$ cat src/rtl/mb8_word_ctl.sv
// Byte-bus initiator: splits 1/2/4-byte CPU requests into little-endian byte
// accesses on the mb8 bus and assembles read bytes into one 32-bit response.
module mb8_word_ctl #(
  parameter int ASZ = 17,
  parameter int DSZ = 32
) (
  input  logic           clk,
  input  logic           rst,
  input  logic           req_valid,
  output logic           req_ready,
  input  logic           req_we,
  input  logic [1:0]     req_sz,
  input  logic [ASZ-1:0] req_ai,
  input  logic [DSZ-1:0] req_vi,
  output logic           rsp_valid,
  output logic [DSZ-1:0] rsp_vo,
  output logic [ASZ-1:0] mem_ai,
  output logic           mem_we,
  output logic [7:0]     mem_vi,
  input  logic [7:0]     mem_vo
);

  typedef enum logic [1:0] {IDLE, XFER, DRAIN, DONE} state_t;

  state_t         state_q;
  logic           we_q;
  logic [2:0]     n_q;
  logic [2:0]     k_q;
  logic [ASZ-1:0] base_q;
  logic [DSZ-1:0] wdata_q;
  logic [DSZ-1:0] asm_q;
  logic           req_ready_q;
  logic           rsp_valid_q;
  logic [DSZ-1:0] rsp_vo_q;
  logic [ASZ-1:0] mem_ai_q;
  logic           mem_we_q;
  logic [7:0]     mem_vi_q;

  logic [2:0]     n_d;
  logic [ASZ-1:0] addr_d;
  logic [7:0]     byte_d;
  logic [2:0]     lane_d;
  logic [DSZ-1:0] asm_d;

  assign req_ready = req_ready_q;
  assign rsp_valid = rsp_valid_q;
  assign rsp_vo    = rsp_vo_q;
  assign mem_ai    = mem_ai_q;
  assign mem_we    = mem_we_q;
  assign mem_vi    = mem_vi_q;

  always_comb begin
    n_d = 3'd4;
    if (req_sz == 2'b00) n_d = 3'd1;
    else if (req_sz == 2'b01) n_d = 3'd2;
  end

  assign addr_d = base_q + ASZ'(k_q);
  assign byte_d = wdata_q[8*k_q[1:0] +: 8];

  // Read data lags its address by one cycle and is sampled one edge later,
  // so the lane landing now is k-2 in XFER and the final lane k-1 in DRAIN.
  always_comb begin
    asm_d  = asm_q;
    lane_d = (state_q == DRAIN) ? (k_q - 3'd1) : (k_q - 3'd2);
    if (!we_q && ((state_q == DRAIN) || ((state_q == XFER) && (k_q >= 3'd2))))
      asm_d[8*lane_d[1:0] +: 8] = mem_vo;
  end

  always_ff @(posedge clk or posedge rst) begin
    if (rst) begin
      state_q     <= IDLE;
      we_q        <= 1'b0;
      n_q         <= 3'd0;
      k_q         <= 3'd0;
      base_q      <= '0;
      wdata_q     <= '0;
      asm_q       <= '0;
      req_ready_q <= 1'b1;
      rsp_valid_q <= 1'b0;
      rsp_vo_q    <= '0;
      mem_ai_q    <= '0;
      mem_we_q    <= 1'b0;
      mem_vi_q    <= 8'h00;
    end else begin
      rsp_valid_q <= 1'b0;
      case (state_q)
        IDLE: begin
          if (req_valid) begin
            we_q        <= req_we;
            n_q         <= n_d;
            base_q      <= req_ai;
            wdata_q     <= req_vi;
            asm_q       <= '0;
            // Byte 0 goes out on the accept edge, so the counter resumes at 1.
            k_q         <= 3'd1;
            mem_ai_q    <= req_ai;
            mem_we_q    <= req_we;
            mem_vi_q    <= req_vi[7:0];
            req_ready_q <= 1'b0;
            state_q     <= XFER;
          end
        end
        XFER: begin
          asm_q <= asm_d;
          if (k_q == n_q) begin
            mem_we_q <= 1'b0;
            if (we_q) begin
              rsp_valid_q <= 1'b1;
              rsp_vo_q    <= '0;
              state_q     <= DONE;
            end else begin
              state_q <= DRAIN;
            end
          end else begin
            mem_ai_q <= addr_d;
            mem_vi_q <= byte_d;
            k_q      <= k_q + 3'd1;
          end
        end
        DRAIN: begin
          asm_q       <= asm_d;
          rsp_valid_q <= 1'b1;
          rsp_vo_q    <= asm_d;
          state_q     <= DONE;
        end
        DONE: begin
          req_ready_q <= 1'b1;
          state_q     <= IDLE;
        end
        default: state_q <= IDLE;
      endcase
    end
  end

endmodule

$ cat config.mk
export PLATFORM = sky130hd
export DESIGN_NAME = mb8_word_ctl
export DESIGN_NICKNAME = d
export VERILOG_FILES = /design/src/rtl/mb8_word_ctl.sv
export SDC_FILE = /design/constraint.sdc
export NUM_CORES = 1
export LEC_CHECK = 0
export ABC_AREA = 1
export BUFFER_PORTS_ARGS = -buffer_cell sky130_fd_sc_hd__buf_2
export CAP_MARGIN = 20
export CORE_MARGIN = 2
export CORE_UTILIZATION = 36
export DETAILED_ROUTE_END_ITERATION = 12
export PLACE_DENSITY_LB_ADDON = 0.15
export SKIP_LAST_GASP = 1
export SYNTH_ARGS = -nofsm -noshare
export SYNTH_HDL_FRONTEND = slang
export SYNTH_SLANG_ARGS = --single-unit
$ cat constraint.sdc
create_clock -name clk -period 8.2 [get_ports clk]
set_clock_uncertainty 0.1 [all_clocks]
set_input_delay 0.82 -clock clk [delete_from_list [all_inputs] [get_ports clk]]
set_output_delay 0.82 -clock clk [all_outputs]
set_load 0.01 [all_outputs]
==> results.md, run 1 <==
- Hold Path Sink: rsp_vo[0]
- Synthesis warning total: 0
- Pleak: 5.04 nW
- Hold Path Origin: rsp_vo[0]
- Peak VDD IR: 0.178 mV
- Worst path required time: about 8.5 ns
- Vias in the first global route: 6400
- Clock transition at path regs: approximately 0.060 ns
- Fin crit share: 43.0%
- Nets: 1210
- Worst Path Max Fanout: 21
- Area growth syn-to-layout: 18.1%
- CP Cell Sequence: inv_6 > ha_1 > nand2_1 > o21ai_2 > ha_1 > inv_1 > nand4_1 > o21ai_2 > nand2_1 > nand2_1
- Crit-path max cell delay: 0.93 ns
- Type of element launching the critical path: flop
- Die height: around 150 um
- CTS resizes: 0
- Die Wd: 151 um
- Via count: 6720
- Hold_buf cts: 0
- Num CTS Buffers: 17
- First-pass GRT wire length: around 34000 um
- Post-Syn Instances: 1030
- Leading cell type in the layout, fill and taps excluded: nand2_1
- Worst Tran Pin Value: approximately 0.94 ns
- RSZ-0062 raised after global routing: false
- Sink Count: 150
- Clk Tree Root Cell: clkbuf_16
- Critical path's slowest cell: dfrtp_1
- GRT Total Usage: 18.9%
- Drt total wl: a little over 20000 um
- H-tree levels: 4
- Cell Area, Synth: 0.00777 mm^2
- CP delay by family, top: flip-flops
- CP Buf/Inv Count: 2
- Final Hold Viols: 0
- CTS tree: done
- Post-DP HPWL: 13700 um
- Post-CTS Setup Bufs: 0
- CP endpoint kind: flop
- Crit path top cell by count: nand2_1
- Die footprint: 0.0228 mm^2
- Power Density: 429 mW/mm^2
- Fmax achieved: between 200 and 300 MHz
- Post-synthesis sequential area ratio: 48.3%
- GRT overflow: 0
- Slew HR: a little under two fifths
- Via density per instance: 4.73
- Most frequent cells in the layout: nand2_1, dfrtp_1, buf_2, nand3_1, nor2_1
- Worst min-delay path class: flop to flop
- Initial Util: 36.9%
- Flop2flop setup slack: 4.67 ns
- Reg2reg end: rsp_vo[18]
- Routability cong.: about 0.83
- Largest net degree at the start of global routing: between 80 and 90
- Hold depth: 2
- Core footprint: 0.0211 mm^2
- Final ANT Viol Nets: 0
- Syn Area/Cell: 7.55 um^2
- First drt pass iteration count: 5
- # DRC: 0
- Layout cell share with drive strength beyond 1: 18.5%
- # rows: 53
- Average wire per cell in the routed design: 14.4 um
- CP Launch Point: k_q[0]
- Design area: 0.00918 mm^2
- I/O Buffers: 122
- Final setup fails: 0
- Critical path class: flop to flop
- Design Power: ~3.9 mW
- Final number of max-transition violations: 0
- Clock latency at the later pin of the worst-skew pair: 0.42 ns
- FF/Latch Area: 0.00375 mm^2
- Maxcap violations: 0
- DP Area: 0.00854 mm^2
- Footprint of the multi-input gates: roughly 0.0036 mm^2
- Minimum clock period after layout: about 3.5 ns
- Maximum buffer depth of the clock tree: 2
- Place WS: 4.73 ns
- Syn_nets: 1107
- Initial antenna violation count: 0
- Status: completed
- Reg2reg path depth: 10
- Distinct cell type count after synthesis: 40
- Filler Cell Count: 2205
- Worst EP arrival: 3.78 ns
- 1st-iter DRT viols: 388
- Setup TNS: 0 ns
- PnR worst setup slack: approximately 4.7 ns
- IO Count: ~120
- Seq cells post-synth: 150
- Worst R2R Start: k_q[0]
-- layer usage --
metal	up-vias	global-route usage (%)	part of all wire [%]
li1	3440	-	-
met1	3111	27.6	51
met2	147	28.5	44
met3	22	3.89	4.3
met4	0	5.19	1.3
met5	-	0	0
-- stage by stage --
step | instances | hold WS (ns) | utilization [%]
detailed placement | 1388 | 0.360 | 40.5
global route | 1419 | 0.389 | 43.5
CTS | 1418 | 0.377 | 43.4
finish | 1420 | 0.372 | 43.5
floorplan | 1030 | 0.349 | -
global placement | 1387 | 0.358 | 40.4
-- cells in the mapped netlist (all sizes together) --
master  instances  area (um^2)
xor2            1         8.76
dfrtp         149         3730
a22o            1         8.76
o21ai          65          389
xnor2           3         33.8
nor2           59          259
nand2         550         2150
buf            22          170
inv            57          229
nand3          55          275
a21oi           4         35.0
ha             13          163
or2             1         6.26
o21a            1         7.51
dfstp           1         26.3
o31ai           2         15.0
mux2i           1         10.0
fa              1         20.0
clkbuf         20         75.1
o22ai           1         12.5
nand4          23          150
-- tightest hold or removal path: stages, from the launching register on --
cell and delay [ns]:
dfrtp_1 0.34, nand2_1 0.05, nand2_1 0.05
-- state kept, by name, summed over array words and instances, names as in the netlist, 3 cells and up --
name     cells
asm_q       32
base_q      17
k_q          3
mem_ai      17
mem_vi       8
n_q          3
rsp_vo      32
wdata_q     32
-- kinds of logic after synthesis --
logic type	count (synthesis)	share of synthesized area (%)
flip-flops	150	48.3
XOR/XNOR	4	0.547
AND/OR/NAND/NOR	688	36.6
adder cells (fa/ha/maj)	14	2.35
AO/OA/AOI/OAI	74	6.02
buffers and inverters	99	6.10
multiplexers	1	0.129
-- power breakdown --
| group | switching, mW | total (mW) | internal (mW) |
|---|---|---|---|
| clock | 0.318 | 0.834 | 0.515 |
| combinational | 1.24 | 1.81 | 0.574 |
| sequential | 0.238 | 1.29 | 1.06 |
-- worst max path at each step --
stage,endpoint,cells past startpoint
6_report,rsp_vo[18],10
5_1_grt,rsp_vo[29],11
4_1_cts,rsp_vo[18],10
3_5_place_dp,rsp_vo[18],10
3_3_place_gp,rsp_vo[17],10
2_1_floorplan,asm_q[0],1
-- final cells by class --
cell class              count  area share [%]
well taps                 275            3.75
inverters                  57            2.55
clock inverters            12            1.93
diodes                      1          0.0273
multi-input cells         781            38.7
repair buffers            126            7.33
clock buffers              18            4.78
flip-flops and latches    150            40.9
Note: power is estimated with default switching activity, not from simulation.
==> run 2: changes to the inputs <==
Clock period 8.2 ns to 3.5 ns, I/O delays scaled along.
==> run 2 against run 1 <==
The flow now finishes with violations (negative hold slack). Total power grew 130%. Critical path depth up 2. Flip-flop and latch count is the same. Highest routed layer is now met5.
==> results.md, run 2 (same netlist as run 1, synthesis figures left out) <==
- 1st-iter DRT viols: 381 (-1.8%)
- Worst EP arrival: 3.02 ns (-0.76 ns)
- CP Launch Point: state_q[0]
- Footprint of the multi-input gates: 0.00356 mm^2 (unchanged)
- Leading cell type in the layout, fill and taps excluded: nand2_1
- Post-DP HPWL: 13700 um (-0.17%)
- Hold_buf cts: 0 (unchanged)
- Via count: 6694 (-0.39%)
- Clock latency at the later pin of the worst-skew pair: 0.43 ns (about the same)
- # DRC: 0 (unchanged)
- Final cell count without fillers: 1424 (+0.28%)
- Peak VDD IR: 0.450 mV (+150%)
- Maximum buffer depth of the clock tree: 2 (unchanged)
- Flop2flop setup slack: 0.75 ns (-3.93 ns)
- FF/Latch Area: 0.00375 mm^2 (unchanged)
- Die footprint: 0.0228 mm^2 (unchanged)
- GRT Total Usage: 18.9% (-0.025 points)
- Fmax achieved: 363 MHz (+28%)
- CP endpoint kind: flop
- Status: finished, violations left
- Die Wd: 151 um (unchanged)
- GRT overflow: 0 (unchanged)
- First-pass GRT wire length: 33500 um (-0.14%)
- Failing checks: negative hold slack
- Setup TNS: 0 ns (unchanged)
- Power Density: 1000 mW/mm^2 (+130%)
- Antenna diodes: 0 (-1)
- First drt pass iteration count: 7 (+2)
- Vias in the first global route: 6383 (-0.27%)
- Final ANT Viol Nets: 0 (unchanged)
- Die height: 151 um (unchanged)
- Most frequent cells in the layout: nand2_1, dfrtp_1, buf_2, nand3_1, nor2_1
- Final core occ: 43.7% (+0.16 points)
- RSZ-0062 raised after global routing: false
- Num CTS Buffers: 17 (unchanged)
- WHS: -0.000951 ns (-0.372 ns)
- Pleak: 5.06 nW (+0.37%)
- Via density per instance: 4.70 (-0.67%)
- Worst Tran Pin Value: 0.952 ns (+0.00809 ns)
- # rows: 53 (unchanged)
- I/O Buffers: 122 (unchanged)
- Core footprint: 0.0211 mm^2 (unchanged)
- Critical path class: flop to flop
- Area growth syn-to-layout: 18.6%
- Sink Count: 150 (unchanged)
- Drt total wl: 20400 um (-0.38%)
- Reg2reg path depth: 12 (+2)
- Reg2reg end: asm_q[16]
- Final setup fails: 0 (unchanged)
- Worst path required time: 3.76 ns (-4.69 ns)
- Final Hold Viols: 1 (+1)
- Maxcap violations: 0 (unchanged)
- Nets: 1215 (+0.41%)
- Setup crit end: asm_q[16]
- Largest net degree at the start of global routing: 151 (+84%)
- Filler Cell Count: 2215 (+0.45%)
- Clock transition at path regs: 0.06 ns (about the same)
- Routability cong.: 0.841 (+1.4%)
- CTS tree: done
- Worst Path Max Fanout: 17 (-19%)
- Initial Util: 36.9% (unchanged)
- Average wire per cell in the routed design: 14.3 um (-0.66%)
- IO Count: 123 (unchanged)
- Slew HR: 36.5% (-0.40 points)
- H-tree levels: 4 (unchanged)
- Placed Cells: 1394 (+0.43%)
- Final number of max-transition violations: 0 (unchanged)
- Initial antenna violation count: 2 (+2)
- CTS resizes: 0 (unchanged)
- Type of element launching the critical path: flop
- Layout cell share with drive strength beyond 1: 18.6% (+0.093 points)
- Minimum clock period after layout: 2.75 ns (-0.772 ns)
- Worst R2R Start: state_q[0]
- Post-CTS Setup Bufs: 0 (unchanged)
- Worst min-delay path class: input port to async pin
- Clk Tree Root Cell: clkbuf_16
- Fin crit share: 78.7% (+36 points)
-- run 2: final cells by class --
cell class                      instances  share of cell area, %
Timing Repair Buffer                  131                   7.49
Multi-Input combinational cell        781                   38.6
Clock inverter                          8                   1.87
Clock buffer                           22                   5.04
Inverter                               57                   2.53
Tap cell                              275                   3.73
Sequential cell                       150                   40.7
-- run 2: worst min-delay path by stage --
| stage | to | slack, ns |
|---|---|---|
| 6_report | base_q[15] | -0.001 |
| 5_1_grt | n_q[0] | 0.02 |
| 4_1_cts | wdata_q[25] | 0.007 |
| 3_5_place_dp | rsp_vo[12] | 0.36 |
| 3_3_place_gp | rsp_vo[24] | 0.36 |
| 2_1_floorplan | n_q[0] | 0.35 |
-- run 2: power by group --
part / switching (mW) / internal (mW)
Sequential: 0.471 / 2.48
Clock: 0.705 / 1.30
Combinational: 2.95 / 1.34
-- run 2: through the flow --
step                area (um^2)  setup WS, ns  total power [mW]
floorplan                  7780         0.683              6.11
global placement           8580         0.815              7.28
detailed placement         8580         0.777              7.31
CTS                        9220         0.756              9.36
global route               9220         0.477              10.1
finish                     9220         0.745              9.24
-- run 2: layer usage --
layer  part of all wire, %  global-route usage, %  up-vias
met5                  0.13                      0        -
met4                  0.82                   4.49        4
met3                   4.4                   4.13       16
met2                    44                   28.4      138
met1                    51                   27.7     3084
li1                      -                      -     3452
-- run 2: worst max-delay path, stage by stage, from the launching register on --
cell and delay, ns:
dfrtp_1 0.42, inv_1 0.14, ha_1 0.26, inv_2 0.09, nand2_4 0.15, nand2_8 0.11, ha_1 0.30, buf_4 0.20
inv_1 0.35, nand4_1 0.20, o21ai_2 0.21, nand2_1 0.06, nand2_1 0.08
==> run 3: changes to the inputs <==
Settings changed: ABC_AREA 1 to 0.
Clock period 3.5 ns to 2.75 ns, I/O delays scaled along.
==> run 3 against run 2 <==
The flow still finishes with violations (negative hold slack). Total power rose by 21%. Combinational power up 16%. Worst hold slack got worse by 0.086 ns. Worst setup slack got worse by 0.59 ns. Cell count fell by 25%. Maximum frequency increased by 6.1%. Area after synthesis down 7.9%. Sequential share of layout area up 0.50 points. Largest cell class unchanged. Clock-buffer cell count down 3. Sequential power increased by 26%. Synthesized cell count shrank 39%. Die area fell by 7.6%. Highest routed layer unchanged.
==> results.md, run 3 <==
- Core footprint: 0.0195 mm^2 (-7.4%)
- GRT overflow: 0 (unchanged)
- Post-synth top area share: 52.1% (+4.1 points)
- # rows: 51 (-3.8%)
- Nets: 863 (-29%)
- Routability cong.: 0.798 (-5.1%)
- 1st-iter DRT viols: 288 (-24%)
- CP endpoint kind: flop
- Fmax achieved: 385 MHz (+6.1%)
- Die footprint: 0.0210 mm^2 (-7.6%)
- Synth Flop Type: dfrtp_1
- Syn Area/Cell: 11.5 um^2 (+52%)
- Drt total wl: 17800 um (-13%)
- Post-Syn Instances: 624 (-39%)
- Most frequent cell after synthesis: dfrtp_1
- Peak VDD IR: 0.493 mV (+9.3%)
- Slew HR: 38.2% (+1.7 points)
- Type of element launching the critical path: flop
- GRT Total Usage: 17.5% (-1.3 points)
- H-tree levels: 4 (unchanged)
- Via count: 5392 (-19%)
- Worst Path Max Fanout: 9 (-8)
- M2 GR Usage: 27.4% (-1.0 points)
- Minimum clock period after layout: 2.60 ns (-0.158 ns)
- Final setup fails: 0 (unchanged)
- Grt peak-use layer: met2
- WHS: -0.0867 ns (-0.0857 ns)
- RSZ-0062 raised after global routing: true
- Asr flop ratio synth: 100% (unchanged)
- Clock latency at the later pin of the worst-skew pair: 0.42 ns (about the same)
- Syn_nets: 701 (-37%)
- Sink Count: 150 (unchanged)
- Area growth syn-to-layout: 27.1%
- Clock transition at path regs: 0.06 ns (about the same)
- Initial Util: 36.7% (-0.18 points)
- Design area: 0.00910 mm^2 (-1.2%)
- Worst path required time: 3.00 ns (-0.76 ns)
- First drt pass iteration count: 5 (-2)
- Largest net degree at the start of global routing: 151 (unchanged)
- Die height: 145 um (-3.9%)
- Vias in the first global route: 5504 (-14%)
- Worst EP arrival: 2.85 ns (-0.17 ns)
- Pleak: 4.34 nW (-14%)
- IO Count: 123 (unchanged)
- Filler Cell Count: 1867 (-16%)
- Synthesis warning total: 0 (unchanged)
- Worst Tran Pin Value: 0.927 ns (-0.0250 ns)
- Leading area contributor after synthesis: dfrtp_1
- Final number of max-transition violations: 0 (unchanged)
- Average wire per cell in the routed design: 16.7 um (+17%)
- Most frequent cells in the layout: dfrtp_1, buf_2, nand2_1, mux2_2, o21ai_0
- Top cells by count, synth: dfrtp_1, nand2_1, mux2_2, o21ai_0, a21oi_1
- Layout cell share with drive strength beyond 1: 30.2% (+12 points)
- Num CTS Buffers: 17 (unchanged)
- Die Wd: 145 um (-3.9%)
- Final Hold Viols: 35 (+34)
- Via density per instance: 5.06 (+7.7%)
- Distinct cell type count after synthesis: 52 (+30%)
- Initial antenna violation count: 1 (-1)
- Post-synthesis sequential area ratio: 52.4% (+4.1 points)
- Critical path class: flop to flop
- Fin crit share: 94.4% (+16 points)
- Maximum buffer depth of the clock tree: 2 (unchanged)
- Setup TNS: 0 ns (unchanged)
- Post-DP HPWL: 12200 um (-11%)
- Failing checks: negative hold slack
- Leading cell type in the layout, fill and taps excluded: dfrtp_1
- I/O Buffers: 122 (unchanged)
- Cell Area, Synth: 0.00716 mm^2 (-7.9%)
- Status: finished, violations left
- Post-synth EDFFs: 0 (unchanged)
- GR Util met1: 23.8% (-3.9 points)
- # DRC: 0 (unchanged)
- Worst min-delay path class: input port to async pin
- DP Area: 0.00809 mm^2 (-5.7%)
- CTS tree: done
- Seq cells post-synth: 150 (unchanged)
- Final ANT Viol Nets: 0 (unchanged)
- Maxcap violations: 0 (unchanged)
- Clk Tree Root Cell: clkbuf_16
- Synth area leaders: dfrtp_1, mux2_2, mux2i_1
- Power Density: 1230 mW/mm^2 (+22%)
- Final core occ: 46.6% (+2.9 points)
- Met3 Track Usage GR: 5.03% (+0.90 points)
- First-pass GRT wire length: 29500 um (-12%)
[run 3: logic make-up after synthesis]
| kind of cell | synth area share (%) |
|---|---|
| buf+inv | 2.86 |
| fa+ha+maj | 2.55 |
| mux | 14.4 |
| flops | 52.4 |
| compound gates | 14.4 |
| xor+xnor | 2.43 |
| simple gates | 10.9 |
[run 3: where the power goes]
part           switching (mW)  internal [mW]
combinational            2.77           2.22
sequential              0.601           3.12
clock                   0.925           1.54
total                    4.30           6.88
[run 3: area by class of cell]
class / count / area [um^2] / share of cell area [%]
repair buffers: 175 / 1140 / 12.5
well taps: 265 / 332 / 3.64
clock inverters: 13 / 179 / 1.97
diodes: 1 / 2.50 / 0.0275
inverters: 9 / 37.5 / 0.412
clock buffers: 19 / 443 / 4.87
flip-flops and latches: 150 / 3750 / 41.2
multi-input cells: 433 / 3210 / 35.3
[run 3: worst max-delay path, cell delays in order (launching register included)]
cell and delay [ns]:
dfrtp_1 0.38, inv_1 0.11, ha_1 0.30, xnor2_2 0.31, ha_1 0.36, nor3_4 0.36
and3_1 0.42, a22o_1 0.20
[run 3: final timing paths]
path                            start    endpoint  slack (ns)  cells after the start
min reg2reg                 rsp_vo[1]   rsp_vo[1]        0.37                      2
max                        state_q[0]   asm_q[17]        0.15                      7
max reg2reg                state_q[0]   asm_q[17]        0.15                      7
min                               rst  base_q[15]       -0.09                      3
min in group clk            req_ai[0]   base_q[0]        0.02                      2
max in group asynchronous         rst   asm_q[31]        1.88                      3
[run 3: metrics by stage]
stage / power (mW) / hold WS [ns] / setup WS (ns) / std cells
2_1_floorplan: 7.17 / 0.273 / 0.0131 / 624
3_3_place_gp: 8.54 / 0.359 / 0.193 / 994
3_5_place_dp: 8.70 / 0.360 / 0.108 / 994
4_1_cts: 11.3 / 0.00200 / 0.0922 / 1064
5_1_grt: 12.0 / 0.00664 / -0.000411 / 1064
6_report: 11.2 / -0.0867 / 0.153 / 1065
[run 3: timing repair]
action                     4_1_cts  5_1_grt
hold buffers                    38        0
setup endpoints to repair        0       10
hold endpoints to repair        37        0
setup buffers                    0        0
gates resized for setup          0        2
[run 3: per-layer routing]
layer	vias up	share of wire (%)
met4	2	1.1
li1	2578	-
met1	2660	47
met3	16	5.5
met5	-	0.062
met2	136	46
